<file path="src/rtl/forward_hazard_ctrl_if.sv">
// ---------------------------------------------------------------------------
// forward_hazard_ctrl_if
//   Bundle between the LEGv8 pipeline datapath and forward_hazard_ctrl.
//   master : the datapath side. It drives the ID-stage register fields and
//            dmem_wait, and consumes the forwarding selects and interlocks.
//   slave  : the controller side.
//
//   ID_Rn/ID_Rm    source registers of the instruction in ID
//   ID_Rd          destination register of the instruction in ID
//   ID_RegWrite    ID instruction writes the register file
//   ID_MemRead     ID instruction is a load
//   dmem_wait      data memory not ready, so the whole pipeline holds
//   ForwardA/B     EX operand selects: 00 regfile, 01 MEM/WB, 10 EX/MEM
//   stall          hold PC and IF/ID
//   bubble         load NOP controls into ID/EX
//   freeze         hold every pipeline register
//   stall_cycles   saturating count of stall/freeze cycles
// ---------------------------------------------------------------------------
interface forward_hazard_ctrl_if;
  logic [4:0]  ID_Rn;
  logic [4:0]  ID_Rm;
  logic [4:0]  ID_Rd;
  logic        ID_RegWrite;
  logic        ID_MemRead;
  logic        dmem_wait;
  logic [1:0]  ForwardA;
  logic [1:0]  ForwardB;
  logic        stall;
  logic        bubble;
  logic        freeze;
  logic [15:0] stall_cycles;

  modport master (
    output ID_Rn, ID_Rm, ID_Rd, ID_RegWrite, ID_MemRead, dmem_wait,
    input  ForwardA, ForwardB, stall, bubble, freeze, stall_cycles
  );

  modport slave (
    input  ID_Rn, ID_Rm, ID_Rd, ID_RegWrite, ID_MemRead, dmem_wait,
    output ForwardA, ForwardB, stall, bubble, freeze, stall_cycles
  );
endinterface

</file>
<file path="src/rtl/forward_hazard_ctrl.sv">
// ---------------------------------------------------------------------------
// forward_hazard_ctrl
//   EX-stage forwarding and interlock controller for the LEGv8 5-stage core.
//   The controller keeps a shadow copy of the destination-register state of
//   the instructions in EX and MEM. It produces registered ForwardA/ForwardB
//   selects that line up with the instruction in EX. It also produces the
//   combinational stall, bubble and freeze controls.
//
//   Ports:
//     clk      pipeline clock, rising edge
//     reset_n  asynchronous active-low reset
//     bus      forward_hazard_ctrl_if.slave (ID fields, dmem_wait in;
//              ForwardA/B, stall, bubble, freeze, stall_cycles out)
//
//   Build option:
//     FORWARDING_EN  defined   : EX/MEM and MEM/WB forwarding. Only a
//                                load-use inserts a bubble.
//     FORWARDING_EN  undefined : ForwardA/B are always 00. Any producer in
//                                EX or MEM interlocks until it reaches WB.
//
//   A producer in WB is not tracked. The register file writes before it
//   reads, so a WB-stage destination never needs a forward or a stall.
// ---------------------------------------------------------------------------
module forward_hazard_ctrl (
  input  logic                        clk,
  input  logic                        reset_n,
  forward_hazard_ctrl_if.slave        bus
);

  typedef enum logic [1:0] {
    RUN     = 2'b00,
    LOADUSE = 2'b01,
    MEMWAIT = 2'b10
  } state_e;

  typedef struct packed {
    logic [4:0] rd;
    logic       reg_write;
    logic       mem_read;
  } ex_stage_t;

  typedef struct packed {
    logic [4:0] rd;
    logic       reg_write;
  } mem_stage_t;

  localparam logic [4:0] XZR = 5'd31;

  state_e      r_state;
  state_e      w_state_nxt;
  ex_stage_t   r_ex;
  mem_stage_t  r_mem;
  logic [1:0]  r_fwd_a;
  logic [1:0]  r_fwd_b;
  logic [15:0] r_stall_cycles;

  logic        w_stall;
  logic        w_bubble;
  logic        w_freeze;
  logic        w_hazard;
  logic [1:0]  w_fwd_a_nxt;
  logic [1:0]  w_fwd_b_nxt;

  // XZR always reads as zero, so it never has a real producer.
  function automatic logic match(input logic [4:0] src, input logic [4:0] rd,
                                 input logic we);
    return we && (rd == src) && (src != XZR);
  endfunction

  logic w_ex_hit_a, w_ex_hit_b, w_mem_hit_a, w_mem_hit_b;
  assign w_ex_hit_a  = match(bus.ID_Rn, r_ex.rd,  r_ex.reg_write);
  assign w_ex_hit_b  = match(bus.ID_Rm, r_ex.rd,  r_ex.reg_write);
  assign w_mem_hit_a = match(bus.ID_Rn, r_mem.rd, r_mem.reg_write);
  assign w_mem_hit_b = match(bus.ID_Rm, r_mem.rd, r_mem.reg_write);

`ifdef FORWARDING_EN
  // Only a load in EX cannot be forwarded in time.
  assign w_hazard    = r_ex.mem_read && (w_ex_hit_a || w_ex_hit_b);
  // EX/MEM holds the younger result, so it wins over MEM/WB.
  assign w_fwd_a_nxt = w_ex_hit_a ? 2'b10 : (w_mem_hit_a ? 2'b01 : 2'b00);
  assign w_fwd_b_nxt = w_ex_hit_b ? 2'b10 : (w_mem_hit_b ? 2'b01 : 2'b00);
`else
  // Without forward paths, every in-flight producer interlocks. A load in EX
  // is one case of the EX match and is listed for symmetry with the
  // forwarding build.
  assign w_hazard    = (r_ex.mem_read && (w_ex_hit_a || w_ex_hit_b)) ||
                       w_ex_hit_a || w_ex_hit_b || w_mem_hit_a || w_mem_hit_b;
  assign w_fwd_a_nxt = 2'b00;
  assign w_fwd_b_nxt = 2'b00;
`endif

  // Each state evaluates the same way. LOADUSE lasts one cycle, and MEMWAIT
  // resumes normal evaluation in the cycle dmem_wait drops. The state mostly
  // records why the pipeline is held.
  always_comb begin
    // NOTE: every output of this block gets a default first, so no path can leave one unassigned and infer a latch.
    w_state_nxt = r_state;
    w_stall     = 1'b0;
    w_bubble    = 1'b0;
    w_freeze    = 1'b0;
    unique case (r_state)
      RUN, LOADUSE, MEMWAIT: begin
        if (bus.dmem_wait) begin
          // A memory wait wins over load-use: freeze everything, no bubble.
          w_state_nxt = MEMWAIT;
          w_freeze    = 1'b1;
          w_stall     = 1'b1;
        end else if (w_hazard) begin
          w_state_nxt = LOADUSE;
          w_stall     = 1'b1;
          w_bubble    = 1'b1;
        end else begin
          w_state_nxt = RUN;
        end
      end
      default: w_state_nxt = RUN;
    endcase
  end

  // NOTE: state registers use non-blocking assignment, so every flop samples pre-edge values regardless of statement order.
  always_ff @(posedge clk or negedge reset_n) begin
    if (!reset_n) begin
      r_state        <= RUN;
      r_ex           <= '0;
      r_mem          <= '0;
      r_fwd_a        <= 2'b00;
      r_fwd_b        <= 2'b00;
      r_stall_cycles <= '0;
    end else begin
      r_state <= w_state_nxt;

      if ((w_stall || w_freeze) && (r_stall_cycles != 16'hFFFF))
        r_stall_cycles <= r_stall_cycles + 16'd1;

      if (!w_freeze) begin
        r_mem.rd        <= r_ex.rd;
        r_mem.reg_write <= r_ex.reg_write;
        if (w_bubble) begin
          r_ex    <= '0;
          r_fwd_a <= 2'b00;
          r_fwd_b <= 2'b00;
        end else begin
          r_ex.rd        <= bus.ID_Rd;
          r_ex.reg_write <= bus.ID_RegWrite;
          r_ex.mem_read  <= bus.ID_MemRead;
          r_fwd_a        <= w_fwd_a_nxt;
          r_fwd_b        <= w_fwd_b_nxt;
        end
      end
    end
  end

  assign bus.ForwardA     = r_fwd_a;
  assign bus.ForwardB     = r_fwd_b;
  assign bus.stall        = w_stall;
  assign bus.bubble       = w_bubble;
  assign bus.freeze       = w_freeze;
  assign bus.stall_cycles = r_stall_cycles;

endmodule

</file>
<file path="src/flat_wrapper.sv">
// flat-port wrapper written by rule: the top's interface ports become plain ports
module forward_hazard_ctrl_flat 
  (clk, reset_n, bus_ID_Rn, bus_ID_Rm, bus_ID_Rd, bus_ID_RegWrite, bus_ID_MemRead, bus_dmem_wait, bus_ForwardA, bus_ForwardB, bus_stall, bus_bubble, bus_freeze, bus_stall_cycles);
  forward_hazard_ctrl_if bus_i ();
  input  logic clk;
  input  logic reset_n;
  input wire logic [$bits(bus_i.ID_Rn)-1:0] bus_ID_Rn;
  input wire logic [$bits(bus_i.ID_Rm)-1:0] bus_ID_Rm;
  input wire logic [$bits(bus_i.ID_Rd)-1:0] bus_ID_Rd;
  input wire logic [$bits(bus_i.ID_RegWrite)-1:0] bus_ID_RegWrite;
  input wire logic [$bits(bus_i.ID_MemRead)-1:0] bus_ID_MemRead;
  input wire logic [$bits(bus_i.dmem_wait)-1:0] bus_dmem_wait;
  output wire logic [$bits(bus_i.ForwardA)-1:0] bus_ForwardA;
  output wire logic [$bits(bus_i.ForwardB)-1:0] bus_ForwardB;
  output wire logic [$bits(bus_i.stall)-1:0] bus_stall;
  output wire logic [$bits(bus_i.bubble)-1:0] bus_bubble;
  output wire logic [$bits(bus_i.freeze)-1:0] bus_freeze;
  output wire logic [$bits(bus_i.stall_cycles)-1:0] bus_stall_cycles;
  assign bus_i.ID_Rn = bus_ID_Rn;
  assign bus_i.ID_Rm = bus_ID_Rm;
  assign bus_i.ID_Rd = bus_ID_Rd;
  assign bus_i.ID_RegWrite = bus_ID_RegWrite;
  assign bus_i.ID_MemRead = bus_ID_MemRead;
  assign bus_i.dmem_wait = bus_dmem_wait;
  assign bus_ForwardA = bus_i.ForwardA;
  assign bus_ForwardB = bus_i.ForwardB;
  assign bus_stall = bus_i.stall;
  assign bus_bubble = bus_i.bubble;
  assign bus_freeze = bus_i.freeze;
  assign bus_stall_cycles = bus_i.stall_cycles;
  forward_hazard_ctrl u_core (.clk(clk), .reset_n(reset_n), .bus(bus_i));
endmodule
</file>
<file path="config.mk">
export PLATFORM = sky130hd
export DESIGN_NAME = forward_hazard_ctrl_flat
export DESIGN_NICKNAME = d
export VERILOG_FILES = /design/src/rtl/forward_hazard_ctrl_if.sv /design/src/rtl/forward_hazard_ctrl.sv /design/src/flat_wrapper.sv
export SDC_FILE = /design/constraint.sdc
export NUM_CORES = 1
export LEC_CHECK = 0
export ABC_AREA = 1
export CORE_MARGIN = 2
export CORE_UTILIZATION = 50
export DETAILED_ROUTE_END_ITERATION = 10
export PLACE_DENSITY_LB_ADDON = 0.3
export SYNTH_ARGS = -nofsm -noshare
export SYNTH_HDL_FRONTEND = slang
export SYNTH_SLANG_ARGS = --single-unit
</file>
<file path="constraint.sdc">
create_clock -name clk -period 2 [get_ports clk]
set_input_delay 0.6 -clock clk [delete_from_list [all_inputs] [get_ports clk]]
set_output_delay 0.6 -clock clk [all_outputs]
set_load 0.1 [all_outputs]
</file>
Word level (Yosys, flattened, before mapping):

Cells that the tools add are included.

* add/sub/neg operators: 1
* equal/unequal tests: 9
* reductions and logical operators: 18
* muxes and demuxes: 11

Operators with widths (count)
* $eq A5 B5 Y1: 4
* $add A16 B1 Y16 const B: 1
* $ne A16 B16 Y1 const B: 1
* $logic_and A1 B1 Y1: 10
* $ne A5 B5 Y1 const B: 2
* $mux W1: 8
* $mux W7: 1
* $logic_or A1 B1 Y1: 6
* $mux W2: 2
* $reduce_or A3 Y1: 1
* $eq A2 B1 Y1 const B: 1
* $eq A2 B2 Y1 const B: 1
* $logic_not A2 Y1: 1

* bits in registers: 31
* logic and storage cells: 46
* input bits: 20
* output and inout port bits: 23

Depth between registers and ports, before layout:

* depth in word-level cells: 14
* mapped depth: 13
* mapped depth without buffers: 12

Worst setup path after synthesis:

No wires, ideal clock.

* path type: input to output
* from: in bus_ID_Rn[1]
* to: out bus_bubble
* slack: -1.032 ns
* buffers on the path: 0
* arrival time: 2.432 ns
* data required time: 1.400 ns
* cell stages on the path: 9
* cell sequence: xnor2_1 -> nand2_1 -> nor2_1 -> nand2_1 -> nand2_1 -> nand2_1 -> nand2_1 -> nand2_1 -> nor2_1

* longest elaborated chain between the ends: 12
* elaborated cells between the ends (all ways): 16
* those cells by class: eq/ne: 3; mux: 3; reduce/logical: 10

RTL lines
* from (decl): line flat_wrapper.sv:7 `input wire logic [$bits(bus_i.ID_Rn)-1:0] bus_ID_Rn;`
* $eq A5 B5 Y1: line forward_hazard_ctrl.sv:67 `return we && (rd == src) && (src != XZR);`
* $logic_and A1 B1 Y1 (2 in a row): line forward_hazard_ctrl.sv:67
* $logic_or A1 B1 Y1: line forward_hazard_ctrl.sv:86 `assign w_hazard = (r_ex.mem_read && (w_ex_hit_a || w_ex_hit_b)) ||`
* $logic_and A1 B1 Y1: line forward_hazard_ctrl.sv:86
* $logic_or A1 B1 Y1: line forward_hazard_ctrl.sv:86
* $logic_or A1 B1 Y1: line forward_hazard_ctrl.sv:87 `w_ex_hit_a || w_ex_hit_b || w_mem_hit_a || w_mem_hit_b;`
* $logic_or A1 B1 Y1 * (2 in a row): line forward_hazard_ctrl.sv:87
* $mux W1 *: line forward_hazard_ctrl.sv:108 `end else if (w_hazard) begin`
* $mux W1 *: line forward_hazard_ctrl.sv:103 `if (bus.dmem_wait) begin`
* $mux W1 *: line forward_hazard_ctrl.sv:101 `unique case (r_state)`
* to (decl): line flat_wrapper.sv:16 `output wire logic [$bits(bus_i.bubble)-1:0] bus_bubble;`

Every way passes the cells marked *; elsewhere a longest branch is shown, timed or not.

Worst setup path after layout:

Ends and elaborated chain as after synthesis.

==> summary.txt <==
Pwr
  – Pwr Density: 876.2 nW/µm²
  – VDD IR max: 0.8328 mV
  – Lkg Pwr: 1.392 nW

Cells and area
  – Register area: about 770 µm²
  – Commonest non-fill, non-tap cell in the layout: nand2_1
  – Share of layout cells above drive strength 1: 29.04%
  – Area occupied by multi-input gates: 1125 µm²
  – Final Instance Area: 2809 µm²
  – P&R area growth vs syn: 42.99%
  – Highest-count cells in the layout ignoring fill and taps: 109 x nand2_1, 21 x inv_1, 19 x buf_12, 19 x dfrtp_1
  – Fill cell count: 275
  – Antenna Cells: 0
  – # nets final: 354

Setup path
  – Critical Path RT: 1400 ps
  – CP startpoint: bus_ID_Rn[1]
  – Worst setup endpoint: bus_bubble
  – CP startpoint kind: primary input
  – R2R cell count: 9
  – CP arrival: roughly 1700 ps
  – Crit Path Max Fanout: 4
  – R2R Path End: u_core.bus.stall_cycles[8]$_DFFE_PN0P_
  – Flop2flop setup slack: 160 ps
  – Reg-to-reg startpoint: u_core.bus.stall_cycles[0]$_DFFE_PN0P_
  – CP endpoint kind: primary output
  – WS Path Type: primary input to primary output

Run status
  – Status: finished, violations left
  – Violated checks: negative setup slack

Route
  – Post-DRT Antenna Nets: 0
  – Drt wl/cell: between 10 and 15 µm
  – DRC viols: 0
  – Routed wire length: 4.937 mm
  – First-pass DRT Iterations: 5
  – Via/cell ratio: 5.209
  – Initial drt markers: roughly 150
  – DR vias: 1990

Yosys
  – Syn Inst Count: 280
  – #FFs+latches synth: 30
  – Post-synthesis sequential area ratio: approximately two fifths
  – Mapped Area: around 2000 µm²
  – Unique cell type count in the Yosys netlist: 25
  – Synth area leader: dfrtp_1
  – Synth area leaders: dfrtp_1 38%, nand2_1 22%, nand4_1 5.4%
  – Avg Inst Size Synth: around 7 µm²
  – Yosys warnings: 0
  – Post-synth top area share: 38.22%

Timing
  – Final slew viol count: 0
  – Period minus WS final: 2329 ps
  – Setup Skew: 2.758 ps
  – Final Hold Viols: 0
  – Achievable Freq: 0.4293 GHz
  – Fin crit share: 116.5%
  – Worst Slack Setup Final: -329.5 ps
  – RSZ-0062 raised after global routing: yes
  – Final hold slack: 524.0 ps
  – Final setup fails: 2

Floorplanning
  – Core area: 3716 µm²
  – Die Area: 4446 µm²
  – Die W: 66.68 µm
  – Die Y: 66.68 µm
  – Initial Util: 52.86%
  – # IOs: 43
  – Row count: 22

Hold path
  – Hold WC Path Type: flip-flop to flip-flop

Clocking
  – H-tree depth: 2
  – Longest Clk Path Bufs: 2
  – Hold_buf cts: 0
  – Clock Tree Root: clkbuf_8
  – Skew-Pair Late Insertion Delay: 280 ps
  – Clock sink count: 30
  – Inserted Clock Buffers: 5
  – Clk slew on worst S/H paths: ~60 ps
  – CTS tree: yes

GRT
  – Initial antenna violation count: 0
  – Overall routing resource usage: 23.95%
  – Number of global-route vias before repair: 1830
  – Global route total overflow: 0
  – Pin count of the biggest net entering global routing: 31
  – Global-route wire length before repair: between 8 and 9 mm

Placement
  – IO buf count: 37
  – DP Area: 2653 µm²
  – DP Worst Slack: -787.7 ps
  – DP HPWL: roughly 3.4 mm
  – GP Congestion: 0.8837

Run
  – MaxCap Viol Count: 0
[timing repair]
item	in CTS	in global routing
gates cloned	0	1
endpoints found under the setup margin	25	18
gates resized for setup	45	14
pin swaps	13	14
setup buffers	2	6
[kinds of logic (layout without fill, tap and decap cells)]
family                   Yosys count  count (layout)  synth area share (%)
flip-flops                        30              30                 38.22
other                              1               4                0.1909
AO/OA/AOI/OAI                     12              12                 3.057
AND/OR/NAND/NOR                  176             177                 40.25
XOR/XNOR                          19              19                 8.471
buffers and inverters             41              91                 9.171
adder cells (fa/ha/maj)            1               1                0.6368
[worst min path at each step]
| stage | cells past startpoint | from | end |
|---|---|---|---|
| 3_5_place_dp | 2 | u_core.r_mem[0]$_DFFE_PN0N_ | u_core.r_mem[0]$_DFFE_PN0N_ |
| 4_1_cts | 2 | u_core.r_mem[0]$_DFFE_PN0N_ | u_core.r_mem[0]$_DFFE_PN0N_ |
| 5_1_grt | 2 | u_core.r_mem[0]$_DFFE_PN0N_ | u_core.r_mem[0]$_DFFE_PN0N_ |
| 3_3_place_gp | 2 | u_core.r_mem[0]$_DFFE_PN0N_ | u_core.r_mem[0]$_DFFE_PN0N_ |
| 2_1_floorplan | 0 | reset_n | u_core.bus.stall_cycles[10]$_DFFE_PN0P_ |
| 6_report | 2 | u_core.r_mem[0]$_DFFE_PN0N_ | u_core.r_mem[0]$_DFFE_PN0N_ |
[cell type report]
| cell class | count | area share [%] |
|---|---|---|
| multi-input combinational | 213 | 40.04 |
| sequential | 30 | 27.39 |
| timing repair buffer | 52 | 22.76 |
| inverter | 31 | 4.410 |
| clock buffer | 7 | 3.074 |
| tap | 48 | 2.138 |
| clock inverter | 1 | 0.1782 |
[power breakdown]
group	switching [W]	internal (W)
Clock	0.000231	0.000277
Sequential	0.000140	0.000711
Combinational	0.000700	0.000402
[critical path: stages]
cell and delay [ps]:
buf_4 130, xnor2_2 140, nand2_1 60, nor2_1 130
nand2_1 70, nand2_1 70, nand2_2 80, nand2_2 70
nand2_2 60, nor2_4 140, buf_12 180
[per-stage QoR]
step	TNS (ps)	utilization [%]	total power, W	instances
6_report	-581.3	75.59	0.002461	382
5_1_grt	-796.6	75.59	0.002584	382
2_1_floorplan	-265.8	-	0.001539	283
4_1_cts	-592.1	73.13	0.002434	375
3_3_place_gp	-11330	71.38	0.001908	365
3_5_place_dp	-12490	71.38	0.001933	365
[synthesized netlist by cell type]
| library cell | number |
|---|---|
| dfrtp_1 | 30 |
| buf_6 | 1 |
| nor2_4 | 1 |
| nand3_1 | 10 |
| xnor2_1 | 9 |
| buf_1 | 1 |
| buf_2 | 3 |
| nor3_1 | 3 |
| conb_1 | 1 |
| inv_2 | 6 |
| nor2_2 | 2 |
| inv_1 | 25 |
| clkbuf_1 | 1 |
| nor2_1 | 22 |
| xor2_1 | 10 |
| nand4_1 | 17 |
| buf_4 | 4 |
| nand2_2 | 2 |
| nand3_4 | 3 |
| ha_1 | 1 |
| o21ai_1 | 5 |
| nand2_1 | 114 |
| nand3_2 | 1 |
| o21ai_0 | 7 |
| nor3_2 | 1 |
[registers in the layout (all words and copies together), names as in the netlist]
register,flops
u_core.bus.stall_cycles,16
u_core.r_ex,6
u_core.r_mem,6
u_core.r_state,2
[metal layers]
layer / global-route usage, % / share of wire, %
met1: 32.80 / 43
met2: 37.00 / 48
met3: 5.743 / 7.5
met4: 8.163 / 1.7
met5: 0 / 0
(Power assumes the default switching activity.)
